### src/rtl/fnd_scan_ctrl.sv
// Time-multiplexed FND scan controller: steps the external nibble mux select, decodes the returned
// nibble to active-low segments and strobes one active-low digit enable per slot, with a blank gap.
// Optional leading-zero suppression is enabled by defining FND_LEADING_ZERO_BLANK_EN.
module fnd_scan_ctrl #(
   parameter int unsigned TICK_DIV     = 100000,
   parameter int unsigned BLANK_CYCLES = 16,
   parameter int unsigned NUM_DIGITS   = 8
) (
   input  logic       i_clk,
   input  logic       i_reset_n,
   input  logic       i_en,
   input  logic [3:0] i_y,
   input  logic [7:0] i_dp,
   output logic [2:0] o_sel,
   output logic [7:0] o_digit_n,
   output logic [7:0] o_seg_n,
   output logic       o_frame_done
);

   localparam int unsigned CW = $clog2(TICK_DIV);
   localparam logic [2:0]  SEL_MSB = 3'(NUM_DIGITS - 1);

   typedef enum logic [1:0] {ST_OFF, ST_BLANK, ST_SHOW} state_t;

   state_t          state_q, state_d;
   logic [CW-1:0]   cnt_q, cnt_d;
   logic [2:0]      sel_q, sel_d;
   logic [7:0]      digit_q, digit_d;
   logic [7:0]      seg_q, seg_d;
   logic            frame_q, frame_d;
   logic            lz_dark;

   function automatic logic [6:0] seg7(input logic [3:0] v);
      case (v)
         4'h0: seg7 = 7'h40;  4'h1: seg7 = 7'h79;  4'h2: seg7 = 7'h24;  4'h3: seg7 = 7'h30;
         4'h4: seg7 = 7'h19;  4'h5: seg7 = 7'h12;  4'h6: seg7 = 7'h02;  4'h7: seg7 = 7'h78;
         4'h8: seg7 = 7'h00;  4'h9: seg7 = 7'h10;  4'hA: seg7 = 7'h08;  4'hB: seg7 = 7'h03;
         4'hC: seg7 = 7'h46;  4'hD: seg7 = 7'h21;  4'hE: seg7 = 7'h06;  default: seg7 = 7'h0E;
      endcase
   endfunction

   always_comb begin
      state_d = state_q;
      cnt_d   = cnt_q + 1'b1;
      sel_d   = sel_q;
      frame_d = 1'b0;
      case (state_q)
         ST_OFF: begin
            cnt_d = '0;
            if (i_en) state_d = ST_BLANK;
         end
         ST_BLANK: begin
            if (cnt_q == CW'(BLANK_CYCLES - 1)) state_d = ST_SHOW;
         end
         ST_SHOW: begin
            if (cnt_q == CW'(TICK_DIV - 1)) begin
               state_d = ST_BLANK;
               cnt_d   = '0;
               sel_d   = (sel_q == '0) ? SEL_MSB : sel_q - 3'd1;
               frame_d = (sel_q == '0);
            end
         end
         default: state_d = ST_OFF;
      endcase
      if (!i_en) begin
         state_d = ST_OFF;
         cnt_d   = '0;
         sel_d   = SEL_MSB;
         frame_d = 1'b0;
      end
   end

   // Segments decode the nibble for the select currently on the mux pins; the stale first blank
   // cycle after a select change is hidden by the gap.
   always_comb begin
      seg_d   = (state_d == ST_OFF) ? '1 : {~i_dp[sel_q], seg7(i_y)};
      digit_d = '1;
      if (state_d == ST_SHOW && !lz_dark) digit_d[sel_d] = 1'b0;
   end

`ifdef FND_LEADING_ZERO_BLANK_EN
   logic nz_q, nz_d;

   always_comb begin
      nz_d = nz_q;
      if (state_d == ST_BLANK && cnt_d == '0 && sel_d == SEL_MSB) nz_d = 1'b0;
      if (state_q == ST_BLANK && state_d == ST_SHOW && i_y != '0) nz_d = 1'b1;
      if (state_d == ST_OFF) nz_d = 1'b0;
      lz_dark = (i_y == '0) && !nz_d && (sel_q != '0) && !i_dp[sel_q];
   end

   always_ff @(posedge i_clk or negedge i_reset_n) begin
      if (!i_reset_n) nz_q <= 1'b0;
      else            nz_q <= nz_d;
   end
`else
   assign lz_dark = 1'b0;
`endif

   always_ff @(posedge i_clk or negedge i_reset_n) begin
      if (!i_reset_n) begin
         state_q <= ST_OFF;
         cnt_q   <= '0;
         sel_q   <= SEL_MSB;
         digit_q <= '1;
         seg_q   <= '1;
         frame_q <= 1'b0;
      end else begin
         state_q <= state_d;
         cnt_q   <= cnt_d;
         sel_q   <= sel_d;
         digit_q <= digit_d;
         seg_q   <= seg_d;
         frame_q <= frame_d;
      end
   end

   assign o_sel        = sel_q;
   assign o_digit_n    = digit_q;
   assign o_seg_n      = seg_q;
   assign o_frame_done = frame_q;

endmodule
### config.mk
export PLATFORM = sky130hd
export DESIGN_NAME = fnd_scan_ctrl
export DESIGN_NICKNAME = d
export VERILOG_FILES = /design/src/rtl/fnd_scan_ctrl.sv
export SDC_FILE = /design/constraint.sdc
export NUM_CORES = 1
export LEC_CHECK = 0
export ABC_AREA = 1
export BUFFER_PORTS_ARGS = -buffer_cell sky130_fd_sc_hd__buf_2
export CORE_MARGIN = 1
export CORE_UTILIZATION = 60
export DETAILED_ROUTE_END_ITERATION = 6
export GPL_ROUTABILITY_DRIVEN = 0
export MAX_ROUTING_LAYER = met4
export PLACE_DENSITY = 0.95
export SLEW_MARGIN = 20
export SYNTH_ARGS = -nofsm -noshare
export SYNTH_HDL_FRONTEND = slang
export SYNTH_SLANG_ARGS = --single-unit
### constraint.sdc
create_clock -name i_clk -period 4.65 [get_ports i_clk]
set_input_delay 0.93 -clock i_clk [delete_from_list [all_inputs] [get_ports i_clk]]
set_output_delay 0.93 -clock i_clk [all_outputs]
set_load 0.01 [all_outputs]
=== Yosys cells after proc, flatten, opt, wreduce, memory -nomap -nowiden ===
Memory sizes are Yosys's and may differ from the RTL's.
Cells that the tools add are included.

* Register bits: 39
* ROM bits: 112
* Input bits: 15
* Word-level logic and storage cells: 43
* Memories: 1

* Add/sub/neg operators: 2
* Magnitude comparators: 3
* Equal/unequal tests: 5
* Mux-type cells: 20
* Bitwise gates (word level): 2
* Reduce and logical (&&, ||, !) cells: 4

{| class="wikitable"
|+ Memories
! name !! words !! bits a word !! rd ports !! clocked after Yosys merged registers in !! write ports !! line !! text
|-
| (name not given) || 16 || 7 || 1 || 0 || 0 || 34 || <nowiki>case (v)</nowiki>
|}

{| class="wikitable"
|+ Operators by type and width
! operator !! number
|-
| 17-bit two-way mux || 2
|-
| 17-bit one-hot mux with 2 select lines || 1
|-
| 17-bit by 1-bit adder with 17-bit output (second input constant) || 1
|-
| 17-bit == test (second input constant) || 1
|-
| 17-bit by 4-bit == test with 1-bit output (second input constant) || 1
|-
| 8-bit two-way mux || 2
|-
| 3-bit two-way mux || 4
|-
| 3-bit by 4-bit < comparator with 1-bit output (second input constant) || 2
|-
| 8-bit NOT || 1
|-
| 2-bit two-way mux || 3
|-
| 2-bit one-hot mux with 3 select lines || 1
|-
| 1-bit two-way mux || 5
|-
| 2-bit == test (second input constant) || 2
|-
| 2-bit logical NOT || 2
|-
| 1-bit binary-select mux with 3-bit select || 1
|-
| 1-bit demux with 3-bit select || 1
|-
| 3-bit by 1-bit greater-or-equal comparator with 1-bit output (second input constant) || 1
|-
| 3-bit logical NOT || 1
|-
| 3-bit by 1-bit subtractor with 3-bit output (second input constant) || 1
|-
| 2-bit by 1-bit == test with 1-bit output (second input constant) || 1
|-
| 1-bit logical AND || 1
|-
| 1-bit NOT || 1
|}

=== Logic depth before layout (Yosys ltp) ===
Gate-level depths: netlist (run 1).

* Depth after elaboration: 11
* Gate-level depth with buffers: 10
* Gate-level depth less buffers: 10

=== Worst setup path before layout (run 1) ===
Ideal clock, no wire load.

* Path type: input -> register
* Start: input port i_y[0]
* End: register seg_q[3], in the netlist o_seg_n[3]
* Library setup time: 99 ps
* Data arrival time: 1,534 ps
* Required time: 4,551 ps
* Path slack: 3,018 ps
* Stages: 5
* Path through: inv_1 ha_1 nor2_1 o21ai_0 nand3_1

* Cells in the longest elaborated chain, start to end: 2

{| class="wikitable"
|+ Ends and longest elaborated chain
! what !! line !! text
|-
| start: declaration || 12 || <nowiki>input logic [3:0] i_y,</nowiki>
|-
| memory read 16 x 7 bit || - ||
|-
| 8-bit two-way mux || 76 || <nowiki>seg_d = (state_d == ST_OFF) ? '1 : {~i_dp[sel_q], seg7(i_y)};</nowiki>
|-
| via seg_d[3] || 29 || <nowiki>logic [7:0] seg_q, seg_d;</nowiki>
|-
| end signal: assignment || 113 || <nowiki>seg_q <= seg_d;</nowiki>
|-
| end: declaration || 29 ||
|}

The timed path passes the listed nets, and every way through them passes these cells.

=== Worst setup path after layout (run 1) ===
* Start: register sel_q[0], in the netlist o_sel[0]
* End: output port o_sel[0]

{| class="wikitable"
|+ RTL lines
! what !! line !! text
|-
| start: declaration || 27 || <nowiki>logic [2:0] sel_q, sel_d;</nowiki>
|-
| start signal: assignment || 111 || <nowiki>sel_q <= sel_d;</nowiki>
|-
| end: declaration || 14 || <nowiki>output logic [2:0] o_sel,</nowiki>
|}

No word-level cell between the ends.

==> results of run 1 <==
-- kinds of logic (layout without fill, tap and decap cells) --
group / Yosys count / count (layout) / share of synthesized area (%)
XOR/XNOR: 11 / 11 / 4.567
flip-flops: 39 / 39 / 47.39
buffers and inverters: 35 / 74 / 6.406
AND/OR/NAND/NOR: 127 / 127 / 29.48
adder cells (fa/ha/maj): 9 / 9 / 5.338
AO/OA/AOI/OAI: 25 / 25 / 6.821
-- power groups by stage --
stage               Sequential (mW)  Clock, mW  Combinational (mW)
floorplan                     0.365          0              0.0273
global placement              0.362          0              0.0541
detailed placement            0.362          0              0.0566
CTS                           0.356      0.199              0.0567
global route                  0.358      0.220              0.0641
finish                        0.356      0.193              0.0561
-- final timing paths --
check                           from      endpoint  slack, ps  depth (start not counted)
min in group asynchronous  i_reset_n     cnt_q[14]        670                          1
min reg2reg                 cnt_q[0]      cnt_q[0]        450                          1
max                         o_sel[0]      o_sel[0]       2620                          1
max in group asynchronous  i_reset_n  o_frame_done       3470                          1
min                         cnt_q[0]      cnt_q[0]        450                          1
max reg2reg                 cnt_q[0]  o_digit_n[6]       2870                          9
-- layout by cell type, fill, tap and decap left out, types with 3 or more instances in the layout --
master                     instances
sky130_fd_sc_hd__nor2_4            3
sky130_fd_sc_hd__clkbuf_4          5
sky130_fd_sc_hd__inv_1            28
sky130_fd_sc_hd__xor2_1            9
sky130_fd_sc_hd__o211ai_1          4
sky130_fd_sc_hd__nor3_1            3
sky130_fd_sc_hd__nand3_1          15
sky130_fd_sc_hd__o21ai_0           8
sky130_fd_sc_hd__dfstp_2          19
sky130_fd_sc_hd__nand4_1           7
sky130_fd_sc_hd__nor2_2            5
sky130_fd_sc_hd__nor2_1           36
sky130_fd_sc_hd__nand2_1          45
sky130_fd_sc_hd__inv_2             4
sky130_fd_sc_hd__buf_2            34
sky130_fd_sc_hd__ha_1              9
sky130_fd_sc_hd__nand2_2           3
sky130_fd_sc_hd__nand3_2           6
sky130_fd_sc_hd__dfrtp_1          20
sky130_fd_sc_hd__a21oi_1          10
-- cells in the mapped netlist --
library cell               number  area [µm²]
sky130_fd_sc_hd__nand2_1       45       168.9
sky130_fd_sc_hd__nor2_1        36       135.1
sky130_fd_sc_hd__inv_1         28       105.1
sky130_fd_sc_hd__dfrtp_1       20       500.5
sky130_fd_sc_hd__dfstp_2       19       499.2
sky130_fd_sc_hd__nand3_1       15       75.07
sky130_fd_sc_hd__a21oi_1       10       50.05
sky130_fd_sc_hd__ha_1           9       112.6
sky130_fd_sc_hd__xor2_1         9       78.83
sky130_fd_sc_hd__o21ai_0        8       40.04
sky130_fd_sc_hd__nand4_1        7       43.79
sky130_fd_sc_hd__nand3_2        6       60.06
sky130_fd_sc_hd__nor2_2         5       31.28
sky130_fd_sc_hd__inv_2          4       15.01
sky130_fd_sc_hd__o211ai_1       4       30.03
sky130_fd_sc_hd__nand2_2        3       18.77
sky130_fd_sc_hd__nor2_4         3       33.78
sky130_fd_sc_hd__nor3_1         3       15.01
sky130_fd_sc_hd__clkbuf_1       2       7.510
sky130_fd_sc_hd__o31ai_1        2       15.01
sky130_fd_sc_hd__xnor2_1        2       17.52
sky130_fd_sc_hd__and3_1         1       6.260
sky130_fd_sc_hd__buf_4          1       7.510
sky130_fd_sc_hd__nand3_4        1       17.52
sky130_fd_sc_hd__nor3_2         1       10.01
sky130_fd_sc_hd__nor4_1         1       6.260
sky130_fd_sc_hd__o311ai_0       1       8.760
-- per-stage QoR --
stage	total power, mW	setup WS (ps)
2_1_floorplan	0.3926	3018
3_3_place_gp	0.4162	2649
3_5_place_dp	0.4187	2581
4_1_cts	0.6118	2605
5_1_grt	0.6421	2536
6_report	0.6056	2619
-- per-layer routing --
metal,track usage [%],share of wire (%)
met2,37.73,50
met3,6.513,3.9
met5,-,0
met4,9.740,2.0
met1,30.00,44
-- sequential cells by signal, indices dropped and copies added, names as in the netlist --
signal,cells
o_digit_n,8
o_sel,3
o_frame_done,1
o_seg_n,8
cnt_q,17
state_q,2
-- cell type report --
type,count,area [µm²]
Inverter,32,120.1
Multi-Input combinational cell,172,974.7
Tap cell,46,57.56
Sequential cell,39,999.7
Timing Repair Buffer,34,170.2
Clock buffer,8,68.82
Fill cell,253,972.2
==> out/metrics.json, run 1 <==
{
  "endpoint_kind": "output pin",
  "clockRootBuffer": "sky130_fd_sc_hd__clkbuf_4",
  "initial_utilization_pct": 62.72,
  "timing_worst_slew_pin_value_ps": 817.7,
  "finish.instance_area_um2": 2391,
  "coreArea_um2": 3363,
  "timing.setup.tns_ps": 0,
  "power.net_switching_uw": 145.3,
  "cellInternalPower_uw": 460.3,
  "detailedRoute.firstIterationViolations": 88,
  "ctsLongestPathBuffers": 2,
  "slew_violations": 0,
  "post_route_cells_drive_above_1_share_pct": 29.12,
  "io_buffers": 34,
  "clock_group_share_of_total_power_pct": 31.9,
  "status": "finished, final reports clean",
  "syn_avg_cell_area_um2": 8.575,
  "vias": 1704,
  "ioPinCount": 35,
  "synthesis.instances": 246,
  "finalCoreUtilization_pct": 71.09,
  "max_cap_viol_count": 0,
  "cp.required_ps": 3720,
  "placed_cells_incl_taps": 323,
  "startpoint_type": "flop",
  "max_clock_freq_ghz": 0.4923,
  "sequential_area_share_after_synthesis_pct": 47.39,
  "clk_latency_ps": 340,
  "clock-skew-final_ps": 3.258,
  "cts.sinks": 39,
  "post_synth_num_cell_types": 27,
  "cts_setup_buffers": 0,
  "first_global_vias": 1455,
  "detailed_routing_iteration_count_for_the_pre_antenna_repair_pass": 4,
  "worst_setup_hold_path_clk_slew_ps": 100,
  "finalHoldViolCount": 0,
  "mappedNetlistNets": 270,
  "power.share.combinational_pct": 9.3,
  "setup_viol": 0,
  "power.share.sequential_pct": 58.8,
  "critPathArrivalTime_ps": 1100,
  "area_delta_synth_final_pct": 13.35,
  "ys_ff_latch": 39,
  "cts_hold_buf": 0,
  "wl_per_cell_um": 11.64,
  "cellLeakagePower_nw": 1.125,
  "worst_hold_path_type": "reg2reg",
  "post_detailed_placement_cell_area_um2": 2322,
  "drc_errors": 0,
  "die_outline_width_um": 61.30,
  "netlist_area_um2": 2110,
  "holdWs_ps": 453.9,
  "die_y_um": 61.30,
  "cp_slowest_stage_delay_ps": 610,
  "worst-path-buf-inv": 1,
  "viasPerCell": 5.148,
  "cts.repair.resized": 0,
  "swShare_pct": 23.99,
  "crit_type": "reg2out",
  "hpwl_um": 2945,
  "cts_tree": "built",
  "final_nets": 308,
  "grt_first_pass_wirelength_um": 6306,
  "ir_worst_vdd_mv": 0.1641,
  "cts_inserted_buffers": 5,
  "antennaDiodeCount": 0,
  "cp_top_family": "flip-flops",
  "finalCritPeriodShare_pct": 43.69,
  "crit_path_cell_trace": "buf_2",
  "rsz0062_at_grt": "false",
  "grt_max_degree": 40,
  "drt.antenna.violating_nets": 0,
  "rows": 21,
  "period_minus_slack_ps": 2031,
  "groute.usage.overall_pct": 24.26,
  "die_footprint_um2": 3757,
  "pwr_density_cell_nw_per_um2": 253.3,
  "timing.max_slew.rel_slack_pct": 45.49,
  "finalNonFillerCells": 331,
  "h-tree-depth": 2,
  "critPathSlowestCell": "sky130_fd_sc_hd__dfstp_2",
  "drt-total-wl_um": 3853,
  "ys_warn_count": 0,
  "initial_antenna_violation_count": 0,
  "globalRouteOverflowTotal": 0,
  "path_max_fanout": 8
}
No activity file was read; power rests on OpenSTA's default activity.
==> run 2: changes to the inputs <==
--- a/config.mk
+++ b/config.mk
@@ -8,11 +8,11 @@
 export ABC_AREA = 1
 export BUFFER_PORTS_ARGS = -buffer_cell sky130_fd_sc_hd__buf_2
 export CORE_MARGIN = 1
-export CORE_UTILIZATION = 60
+export CORE_UTILIZATION = 50
 export DETAILED_ROUTE_END_ITERATION = 6
 export GPL_ROUTABILITY_DRIVEN = 0
 export MAX_ROUTING_LAYER = met4
-export PLACE_DENSITY = 0.95
+export PLACE_DENSITY = 0.87
 export SLEW_MARGIN = 20
 export SYNTH_ARGS = -nofsm -noshare
 export SYNTH_HDL_FRONTEND = slang
==> constraint.sdc (replaced) <==
create_clock -name i_clk -period 1.7 [get_ports i_clk]
set_input_delay 0.34 -clock i_clk [delete_from_list [all_inputs] [get_ports i_clk]]
set_output_delay 0.34 -clock i_clk [all_outputs]
set_load 0.01 [all_outputs]
==> run 2 against run 1 <==
Effect of this change: die area grew 19%; non-clock buffer count grew 8; utilization shrank 7.5 points; setup slack lost 2500 ps; global-route usage shrank 3.2 points; largest power group unchanged; via count grew 3.6%; clock skew grew 6.3 ps; largest cell class is now multi-input combinational cells; critical path depth grew 9; power grew to 3.2 times the previous value; highest routed layer unchanged.
==> out/metrics.json, run 2 (same netlist as run 1, synthesis figures left out) <==
{
  "drt.antenna.violating_nets": 0,
  "final_common_cell": "sky130_fd_sc_hd__nand2_1",
  "period_minus_slack_ps": 1609,
  "setup_viol": 0,
  "timing.reg2reg.worst_path_depth": 10,
  "ctsLongestPathBuffers": 2,
  "post_route_cells_drive_above_1_share_pct": 33.45,
  "largest_register_ffs": 17,
  "cellLeakagePower_nw": 1.191,
  "drc_errors": 0,
  "finalCritPeriodShare_pct": 94.63,
  "startpoint_type": "flop",
  "cp.required_ps": 1930,
  "viasPerCell": 5.149,
  "worst_hold_path_type": "in2reg",
  "grt_first_pass_wirelength_um": 6672,
  "die_y_um": 66.96,
  "groute.usage.overall_pct": 21.08,
  "rows": 23,
  "timing_worst_slew_pin_value_ps": 412.6,
  "ioPinCount": 35,
  "placed_cells_incl_taps": 331,
  "endpoint_kind": "flop",
  "grt_max_degree": 24,
  "initial_utilization_pct": 52.36,
  "crit_type": "reg2reg",
  "area_delta_synth_final_pct": 21.41,
  "finalCoreUtilization_pct": 63.57,
  "cts_inserted_buffers": 5,
  "max_cap_viol_count": 0,
  "initial_antenna_violation_count": 0,
  "max_clock_freq_ghz": 0.6216,
  "status": "finished, final reports clean",
  "regMostFlops": "cnt_q",
  "detailedRoute.firstIterationViolations": 109,
  "h-tree-depth": 2,
  "finalNonFillerCells": 343,
  "worst_setup_hold_path_clk_slew_ps": 80,
  "min_path_cells": 2,
  "die_outline_width_um": 66.96,
  "path_max_fanout": 5,
  "report.power.total_mw": 1.931,
  "cts.sinks": 39,
  "finalHoldViolCount": 0,
  "io_buffers": 34,
  "antennaDiodeCount": 0,
  "clockRootBuffer": "sky130_fd_sc_hd__clkbuf_8",
  "vias": 1766,
  "globalRouteOverflowTotal": 0,
  "clock-skew-final_ps": 9.596,
  "final_nets": 316,
  "ir_worst_vdd_mv": 0.4257,
  "layout_common_cells": "45 x sky130_fd_sc_hd__nand2_1, 36 x sky130_fd_sc_hd__nor2_1, 34 x sky130_fd_sc_hd__buf_2",
  "clk_latency_ps": 300,
  "detailed_routing_iteration_count_for_the_pre_antenna_repair_pass": 4,
  "drt-total-wl_um": 4274,
  "critPathArrivalTime_ps": 1840,
  "wl_per_cell_um": 12.46,
  "die_footprint_um2": 4483,
  "first_global_vias": 1541,
  "timing.max_slew.rel_slack_pct": 72.49,
  "slew_violations": 0,
  "hpwl_um": 3115,
  "cts_tree": "built",
  "coreArea_um2": 4029,
  "timing.setup.tns_ps": 0,
  "pwr_density_cell_nw_per_um2": 753.9
}
[run 2: cell types whose count changed in the layout (fill, tap and decap cells not counted), sizes merged]
cell	before	now
buf	34	41
clkinv	0	1
clkbuf	8	6
bufinv	0	1
dlygate4sd3	0	1
[run 2: cell type report]
class,instances,area [µm²]
clock inverter,2,35.03
fill,349,1468
timing repair buffer,42,257.7
sequential,39,1001
multi-input combinational,172,1002
clock buffer,6,82.58
inverter,32,120.1
tap,50,62.56
[run 2: worst paths after layout]
path / end / slack [ps] / start
worst max-delay path: o_digit_n[6] / 90 / o_sel[1]
worst min-delay path: o_seg_n[0] / 300 / i_y[3]
worst max register to register: o_digit_n[6] / 90 / o_sel[1]
worst min register to register: cnt_q[0] / 450 / cnt_q[0]
max in group asynchronous: o_seg_n[1] / 660 / i_reset_n
min in group asynchronous: cnt_q[13] / 510 / i_reset_n
[run 2: metrics by stage]
stage | area, µm² | hold slack [ps] | worst slack, ps
detailed placement | 2382 | 296.8 | 68.46
global placement | 2382 | 289.9 | 124.9
CTS | 2510 | 287.6 | 37.00
global route | 2561 | 297.7 | -44.78
finish | 2561 | 298.2 | 91.32
floorplan | 2110 | 44.41 | 144.5
[run 2: metal layers]
| layer | vias up | GRT usage (%) | part of all wire (%) |
|---|---|---|---|
| met5 | - | - | 0 |
| met4 | 0 | 12.50 | 3.2 |
| met3 | 12 | 4.795 | 4.1 |
| met2 | 43 | 34.09 | 52 |
| met1 | 832 | 23.73 | 41 |
| li1 | 879 | - | - |
[run 2: worst max-delay path: stages (launching register included)]
cell                      delay, ps
sky130_fd_sc_hd__dfstp_2        570
sky130_fd_sc_hd__inv_2           70
sky130_fd_sc_hd__ha_2           170
sky130_fd_sc_hd__inv_1           50
sky130_fd_sc_hd__nand2_1         40
sky130_fd_sc_hd__nand3_1         80
sky130_fd_sc_hd__nand4_1        160
sky130_fd_sc_hd__nand3_2        180
sky130_fd_sc_hd__nand2_1        100
sky130_fd_sc_hd__inv_1           80
sky130_fd_sc_hd__nand2_1         60
[run 2: where the power goes]
group | internal (mW) | switching [mW]
clock network | 0.474 | 0.311
logic | 0.0664 | 0.104
registers | 0.964 | 0.0108
total | 1.50 | 0.426
[run 2: timing repair]
item                                    4_1_cts  5_1_grt
gates resized for setup                       0        9
buffers inserted                              0        3
endpoints found under the setup margin        0        8
hold buffers                                  1        0
endpoints found under the hold margin        14        0
